`config.mk`:
```
export PLATFORM = sky130hd
export DESIGN_NAME = seqdet_rr_scheduler_flat
export DESIGN_NICKNAME = d
export VERILOG_FILES = /design/src/rtl/seqdet_rr_scheduler_if.sv /design/src/rtl/seqdet_rr_scheduler.sv /design/src/flat_wrapper.sv
export SDC_FILE = /design/constraint.sdc
export NUM_CORES = 1
export LEC_CHECK = 0
export ABC_AREA = 0
export BUFFER_PORTS_ARGS = -buffer_cell sky130_fd_sc_hd__buf_2
export CORE_ASPECT_RATIO = 2
export CORE_MARGIN = 1
export CORE_UTILIZATION = 50
export DETAILED_ROUTE_END_ITERATION = 8
export PLACE_DENSITY = 0.84
export SYNTH_ARGS = -nofsm -noshare
export SYNTH_HDL_FRONTEND = slang
export SYNTH_SLANG_ARGS = --single-unit
```
`constraint.sdc`:
```
create_clock -name clk -period 2.3 [get_ports clk]
set_input_delay 0.46 -clock clk [delete_from_list [all_inputs] [get_ports clk]]
set_output_delay 0.46 -clock clk [all_outputs]
set_load 0.005 [all_outputs]
```
`src/rtl/seqdet_rr_scheduler_if.sv`:
```
// Interface for seqdet_rr_scheduler: groups the requester-side word handshake,
// the pattern input, the result handshake and the status/observation outputs.
//   master : the environment (word producers + result consumer)
//   slave  : the scheduler itself
// Signals:
//   pattern   PAT_W         target pattern, latched at grant
//   req_valid N_REQ         per-requester word available
//   req_data  N_REQ*WORD_W  requester i word at [i*WORD_W +: WORD_W]
//   req_ready N_REQ         one-hot, one-cycle accept pulse
//   busy      1             scheduler is shifting or reporting
//   window    PAT_W         current detector shift window
//   res_valid 1             result available, held until res_ready
//   res_id    ID_W          granted requester index
//   res_count CNT_W         matches found in this word (saturating)
//   res_hit   1             res_count != 0
//   res_ready 1             consumer accepts result
interface seqdet_rr_scheduler_if #(
    parameter int N_REQ  = 4,
    parameter int WORD_W = 8,
    parameter int PAT_W  = 4,
    parameter int CNT_W  = 4
);
    localparam int ID_W = $clog2(N_REQ);

    logic [PAT_W-1:0]        pattern;
    logic [N_REQ-1:0]        req_valid;
    logic [N_REQ*WORD_W-1:0] req_data;
    logic [N_REQ-1:0]        req_ready;
    logic                    busy;
    logic [PAT_W-1:0]        window;
    logic                    res_valid;
    logic [ID_W-1:0]         res_id;
    logic [CNT_W-1:0]        res_count;
    logic                    res_hit;
    logic                    res_ready;

    modport master (
        output pattern, req_valid, req_data, res_ready,
        input  req_ready, busy, window, res_valid, res_id, res_count, res_hit
    );

    modport slave (
        input  pattern, req_valid, req_data, res_ready,
        output req_ready, busy, window, res_valid, res_id, res_count, res_hit
    );
endinterface

```
`src/rtl/seqdet_rr_scheduler.sv`:
```
// seqdet_rr_scheduler: one bit-serial Moore pattern detector shared by N_REQ
// requesters. A round-robin arbiter grants one word, the word is shifted MSB
// first through a PAT_W-bit window, matches against the latched pattern are
// counted (saturating) and the count/hit/id is offered on a valid/ready port.
// Ports:
//   clk    in  clock, all logic on posedge
//   reset  in  synchronous, active-high
//   bus    seqdet_rr_scheduler_if.slave (request, pattern, result handshakes)
// Build option:
//   SEQDET_HIST_CLEAR_EN  defined: window and fill cleared at every grant, so a
//                         match never spans two words. Undefined: history
//                         persists across grants and is cleared only by reset.
module seqdet_rr_scheduler #(
    parameter int N_REQ  = 4,
    parameter int WORD_W = 8,
    parameter int PAT_W  = 4,
    parameter int CNT_W  = 4
) (
    input  logic                 clk,
    input  logic                 reset,
    seqdet_rr_scheduler_if.slave bus
);
    localparam int ID_W   = $clog2(N_REQ);
    localparam int BIT_W  = (WORD_W > 1) ? $clog2(WORD_W) : 1;
    localparam int FILL_W = $clog2(PAT_W + 1);

    localparam logic [FILL_W-1:0] FILL_FULL = FILL_W'(PAT_W);
    localparam logic [BIT_W-1:0]  BIT_TOP   = BIT_W'(WORD_W - 1);
    localparam logic [ID_W-1:0]   LAST_RST  = ID_W'(N_REQ - 1);

    typedef enum logic [1:0] {S_IDLE, S_SHIFT, S_REPORT} state_t;

    state_t              state_q,   state_d;
    logic [WORD_W-1:0]   data_q,    data_d;
    logic [PAT_W-1:0]    pat_q,     pat_d;
    logic [ID_W-1:0]     id_q,      id_d;
    logic [CNT_W-1:0]    count_q,   count_d;
    logic [BIT_W-1:0]    bit_idx_q, bit_idx_d;
    logic [PAT_W-1:0]    window_q,  window_d;
    logic [FILL_W-1:0]   fill_q,    fill_d;
    logic [ID_W-1:0]     last_q,    last_d;

    logic                gnt_found;
    logic [ID_W-1:0]     gnt_idx;
    logic [N_REQ-1:0]    req_ready_w;
    logic [PAT_W-1:0]    win_next;
    logic [FILL_W-1:0]   fill_next;
    logic                match;

    // Round-robin search starting one past the last grant; last_q resets to
    // N_REQ-1 so requester 0 has top priority out of reset.
    always_comb begin
        int unsigned  cand;
        logic [ID_W-1:0] cidx;
        cand      = 0;
        cidx      = '0;
        gnt_found = 1'b0;
        gnt_idx   = '0;
        for (int unsigned k = 1; k <= N_REQ; k++) begin
            cand = (32'(last_q) + k) % N_REQ;
            cidx = ID_W'(cand);
            if (!gnt_found && bus.req_valid[cidx]) begin
                gnt_found = 1'b1;
                gnt_idx   = cidx;
            end
        end
    end

    // Match is judged on the window/fill values after this cycle's shift,
    // which is what makes the detector Moore-style on the registered window.
    always_comb begin
        win_next  = {window_q[PAT_W-2:0], data_q[bit_idx_q]};
        fill_next = (fill_q == FILL_FULL) ? fill_q : fill_q + 1'b1;
        match     = (win_next == pat_q) && (fill_next == FILL_FULL);
    end

    always_comb begin
        state_d   = state_q;
        data_d    = data_q;
        pat_d     = pat_q;
        id_d      = id_q;
        count_d   = count_q;
        bit_idx_d = bit_idx_q;
        window_d  = window_q;
        fill_d    = fill_q;
        last_d    = last_q;

        unique case (state_q)
            S_IDLE: begin
                if (gnt_found) begin
                    data_d    = bus.req_data[gnt_idx*WORD_W +: WORD_W];
                    pat_d     = bus.pattern;
                    id_d      = gnt_idx;
                    last_d    = gnt_idx;
                    count_d   = '0;
                    bit_idx_d = BIT_TOP;
`ifdef SEQDET_HIST_CLEAR_EN
                    window_d  = '0;
                    fill_d    = '0;
`endif
                    state_d   = S_SHIFT;
                end
            end
            S_SHIFT: begin
                window_d = win_next;
                fill_d   = fill_next;
                if (match && (count_q != '1)) begin
                    count_d = count_q + 1'b1;
                end
                if (bit_idx_q == '0) begin
                    state_d = S_REPORT;
                end else begin
                    bit_idx_d = bit_idx_q - 1'b1;
                end
            end
            S_REPORT: begin
                if (bus.res_ready) begin
                    state_d = S_IDLE;
                end
            end
            default: state_d = S_IDLE;
        endcase
    end

    always_ff @(posedge clk) begin
        if (reset) begin
            state_q   <= S_IDLE;
            data_q    <= '0;
            pat_q     <= '0;
            id_q      <= '0;
            count_q   <= '0;
            bit_idx_q <= '0;
            window_q  <= '0;
            fill_q    <= '0;
            last_q    <= LAST_RST;
        end else begin
            state_q   <= state_d;
            data_q    <= data_d;
            pat_q     <= pat_d;
            id_q      <= id_d;
            count_q   <= count_d;
            bit_idx_q <= bit_idx_d;
            window_q  <= window_d;
            fill_q    <= fill_d;
            last_q    <= last_d;
        end
    end

    // Accept pulse is suppressed while reset is asserted: a grant in that
    // cycle would be discarded by the reset anyway.
    always_comb begin
        req_ready_w = '0;
        if ((state_q == S_IDLE) && gnt_found && !reset) begin
            req_ready_w[gnt_idx] = 1'b1;
        end
    end

    assign bus.req_ready = req_ready_w;
    assign bus.busy      = (state_q != S_IDLE);
    assign bus.window    = window_q;
    assign bus.res_valid = (state_q == S_REPORT);
    assign bus.res_id    = id_q;
    assign bus.res_count = count_q;
    assign bus.res_hit   = (count_q != '0);

endmodule

```
`src/flat_wrapper.sv`:
```
// flat-port wrapper written by rule: the top's interface ports become plain ports
module seqdet_rr_scheduler_flat 
#(
    parameter int N_REQ  = 4,
    parameter int WORD_W = 8,
    parameter int PAT_W  = 4,
    parameter int CNT_W  = 4
)
  (clk, reset, bus_pattern, bus_req_valid, bus_req_data, bus_res_ready, bus_req_ready, bus_busy, bus_window, bus_res_valid, bus_res_id, bus_res_count, bus_res_hit);
  seqdet_rr_scheduler_if #(.N_REQ(N_REQ), .WORD_W(WORD_W), .PAT_W(PAT_W), .CNT_W(CNT_W)) bus_i ();
  input  logic clk;
  input  logic reset;
  input wire logic [$bits(bus_i.pattern)-1:0] bus_pattern;
  input wire logic [$bits(bus_i.req_valid)-1:0] bus_req_valid;
  input wire logic [$bits(bus_i.req_data)-1:0] bus_req_data;
  input wire logic [$bits(bus_i.res_ready)-1:0] bus_res_ready;
  output wire logic [$bits(bus_i.req_ready)-1:0] bus_req_ready;
  output wire logic [$bits(bus_i.busy)-1:0] bus_busy;
  output wire logic [$bits(bus_i.window)-1:0] bus_window;
  output wire logic [$bits(bus_i.res_valid)-1:0] bus_res_valid;
  output wire logic [$bits(bus_i.res_id)-1:0] bus_res_id;
  output wire logic [$bits(bus_i.res_count)-1:0] bus_res_count;
  output wire logic [$bits(bus_i.res_hit)-1:0] bus_res_hit;
  assign bus_i.pattern = bus_pattern;
  assign bus_i.req_valid = bus_req_valid;
  assign bus_i.req_data = bus_req_data;
  assign bus_i.res_ready = bus_res_ready;
  assign bus_req_ready = bus_i.req_ready;
  assign bus_busy = bus_i.busy;
  assign bus_window = bus_i.window;
  assign bus_res_valid = bus_i.res_valid;
  assign bus_res_id = bus_i.res_id;
  assign bus_res_count = bus_i.res_count;
  assign bus_res_hit = bus_i.res_hit;
  seqdet_rr_scheduler #(.N_REQ(N_REQ), .WORD_W(WORD_W), .PAT_W(PAT_W), .CNT_W(CNT_W)) u_core (.clk(clk), .reset(reset), .bus(bus_i));
endmodule
```
==> qor.yml <==
die:
  floorplan.initialDensity: 0.5267
  rows: 30
  core-area_sq_um: 3416
  die_area_sq_um: 3857
  die_y_um: 86.84
  pin_count: 60
  die_w_um: 44.42
setup_path:
  cp_max_fo: 3
  worst_ep_arrival_time_ns: 2.31
  r2r_slack_ns: 0.20
  endpoint_kind: "register"
  worstSetupPathType: "register to register"
  cp-startpoint: "u_core.fill_q[0]"
  crit_slowest_cell: "or3b_2"
  cpLargestDelayFamily: "simple AND/OR/NAND/NOR gates"
  timing.rr.end: "u_core.bus.res_count[3]"
  endpoint: "u_core.bus.res_count[3]"
  crit_cells: 7
  worstReg2RegStart: "u_core.fill_q[0]"
  critPathRequiredTime_ns: 2.51
  path_cells: "inv_1, ha_1, or3b_2, nor4_4, nand3_1, nor3_2, mux2i_1"
  start_kind: "register"
  path_buf_inv: 1
  r2r_cells: 7
  critPathMaxStageDelay_ns: 0.50
sta:
  setup_viol: 0
  period_minus_slack_ns: 2.099
  timing_hold_violations_final: 0
  slew_violations: 0
  tightest_slew_ns: 0.5938
  maxSlewHeadroom: 0.6033
  tns_ns: 0
  finClkSkew_ns: 0.008607
  max_freq_mhz: 476.5
  rsz0062_at_grt: "no"
  period_share: 0.9125
synthesis:
  synth_seq_cells: 32
  yosys.area.top_type: "dfxtp_1"
  synth.distinct_cells: 40
  yosys.area.top_type_share: 0.3561
  yosysSeqAreaShare: 0.3561
  synth_warnings: 0
  netlist_instances: 209
  syn_area_sq_um: 1799
  yosys-top-cells-area: "dfxtp_1 36%, mux2i_1 12%, a21oi_1 5.8%"
  synth.net_count: 258
  synth.avg_cell_area_sq_um: 8.609
cts:
  cts_root_buf: "clkbuf_8"
  clk_latency_ns: 0.28
  clkTransAtPathRegs_ns: 0.06
  numCtsBuffers: 5
  cts_buffer_depth: 2
  clock_sinks: 32
  cts_tree: "yes"
  cts_setup_buffers: 0
  cts.htree.levels: 2
detailed_routing:
  dr.pass1.iters: 4
  routed_wirelength_um: 3933
  viasPerCell: 5.305
  wire_per_inst_um: 12.25
  vias: 1703
  drcViolationCount: 0
  drtIter0Drc: 40
  ant_nets: 0
power:
  finalPower_mw: 1.561
  power_density_nw_per_um2: 691.9
  peakVddDrop_mv: 0.6272
  leakagePower_nw: 1.104
cells_and_area:
  antenna_cells: 0
  drive_gt1_frac: 0.2967
  syn2layout_area_growth_pct: 25.38
  final_nets: 322
  fin_cells: 321
placed_design:
  io_buffers: 59
  gp_congestion: 0.8704
  place_inst: 314
  place_hpwl_um: 3099
worst_hold_path:
  hp-start: "bus_pattern[1]"
  hold_class: "input port to register"
  holdPathStages: 3
grt:
  grt_antenna_before_repair: 0
  grt_max_degree: 23
  grtUsageTotal: 0.2227
  grt_pass1_vias: 1612
  grt_pass1_wl_um: 6492
  overflow: 0
flow_run:
  maxCapViolCount: 0
run_status:
  run_status: "complete, no violations"
==> metal layers <==
layer  track usage  part of all wire  wire [um]  vias to the layer above
met5             0                 0          0                        -
met4        0.1240             0.033        131                        0
met3       0.03750             0.041        163                       11
met2        0.4305              0.57       2243                       60
met1        0.2016              0.35       1395                      771
li1              -                 -          -                      861
==> logic make-up after synthesis <==
family | after synthesis | synth area share
AND/OR/NAND/NOR | 70 | 0.1822
AO/OA/AOI/OAI | 45 | 0.1620
flip-flops | 32 | 0.3560
multiplexers | 25 | 0.1641
buffers and inverters | 24 | 0.05981
XOR/XNOR | 7 | 0.03408
adder cells (fa/ha/maj) | 6 | 0.04172
==> sequential cells by signal, indices dropped and copies added (netlist names) <==
signal                count
u_core.bit_idx_q          3
u_core.bus.res_count      4
u_core.bus.res_id         2
u_core.bus.window         4
u_core.data_q             8
u_core.fill_q             3
u_core.last_q             2
u_core.pat_q              4
u_core.state_q            2
==> cells in the final DEF (no fill, tap or decap), types with 2 or more instances in the layout <==
cell	instances
buf_4	9
buf_2	59
clkbuf_8	5
o21ai_0	4
a211oi_1	2
xor2_1	4
nand2b_1	3
xnor2_1	3
and3_1	3
ha_1	6
nor2_1	20
nor2b_1	4
nand2_1	25
nand3_1	4
mux4_1	2
dfxtp_1	32
nor3_1	3
a21oi_1	21
inv_1	13
mux2i_1	22
o221ai_1	8
==> synth_stat cells <==
cell type   n
o221ai_1    8
xor2_1      4
mux4_1      2
buf_2       2
a21oi_1    21
or2_2       1
nor2b_1     4
nor4_1      1
nor2_1     20
a311oi_1    1
nor3b_1     1
o21ai_0     4
and3_1      3
dfxtp_1    32
a22oi_1     1
or4_1       1
buf_4       4
o22ai_1     1
a32oi_1     1
nand2_1    25
a21bo_2     1
inv_1      13
o31ai_1     1
nand4_1     1
a211oi_1    2
nor3_2      1
mux2i_4     1
mux2i_1    22
o21ai_2     1
xnor2_1     3
nand4b_1    1
clkbuf_1    5
a21o_1      1
o21bai_1    1
nor3_1      3
a211o_1     1
nand2b_1    3
nand3_1     4
or3b_2      1
ha_1        6
==> power breakdown <==
| group | internal [mW] | switching, mW |
|---|---|---|
| registers | 0.624 | 0.0543 |
| clock network | 0.205 | 0.186 |
| logic | 0.234 | 0.257 |
==> area by class of cell <==
class,count,area [sq um]
clock buffers,6,72.57
clock inverters,1,5.005
fillers,301,1160
inverters,13,48.80
multi-input cells,153,1066
flip-flops and latches,32,640.6
well taps,48,60.06
repair buffers,68,362.8
==> how the worst min path moves through the flow <==
stage                     slack (ns)                   end
after floorplan                 0.42      u_core.data_q[2]
after global placement          0.44      u_core.data_q[3]
after detailed placement        0.45  u_core.bus.window[3]
after CTS                       0.42       u_core.pat_q[1]
after global routing            0.44       u_core.pat_q[2]
final                           0.42       u_core.pat_q[1]
==> tightest hold or removal path, cell delays in order <==
cell,delay (ns)
buf_2,0.07
mux2i_1,0.05
nor2_1,0.07
==> stage by stage <==
| step | hold slack (ns) | area (sq um) | utilization | setup WS, ns |
|---|---|---|---|---|
| 2_1_floorplan | 0.4240 | 1799 | - | 0.2689 |
| 3_3_place_gp | 0.4372 | 2163 | 0.6333 | 0.1505 |
| 3_5_place_dp | 0.4451 | 2163 | 0.6333 | 0.07163 |
| 4_1_cts | 0.4157 | 2241 | 0.6560 | 0.06668 |
| 5_1_grt | 0.4389 | 2256 | 0.6604 | 0.02255 |
| 6_report | 0.4166 | 2256 | 0.6604 | 0.2012 |
==> repair_timing <==
action                                  in CTS  in global routing
resized for setup                            0                  2
endpoints found under the setup margin       0                  4
hold buffers                                 0                  0
Power figures use the tool's default switching activity.
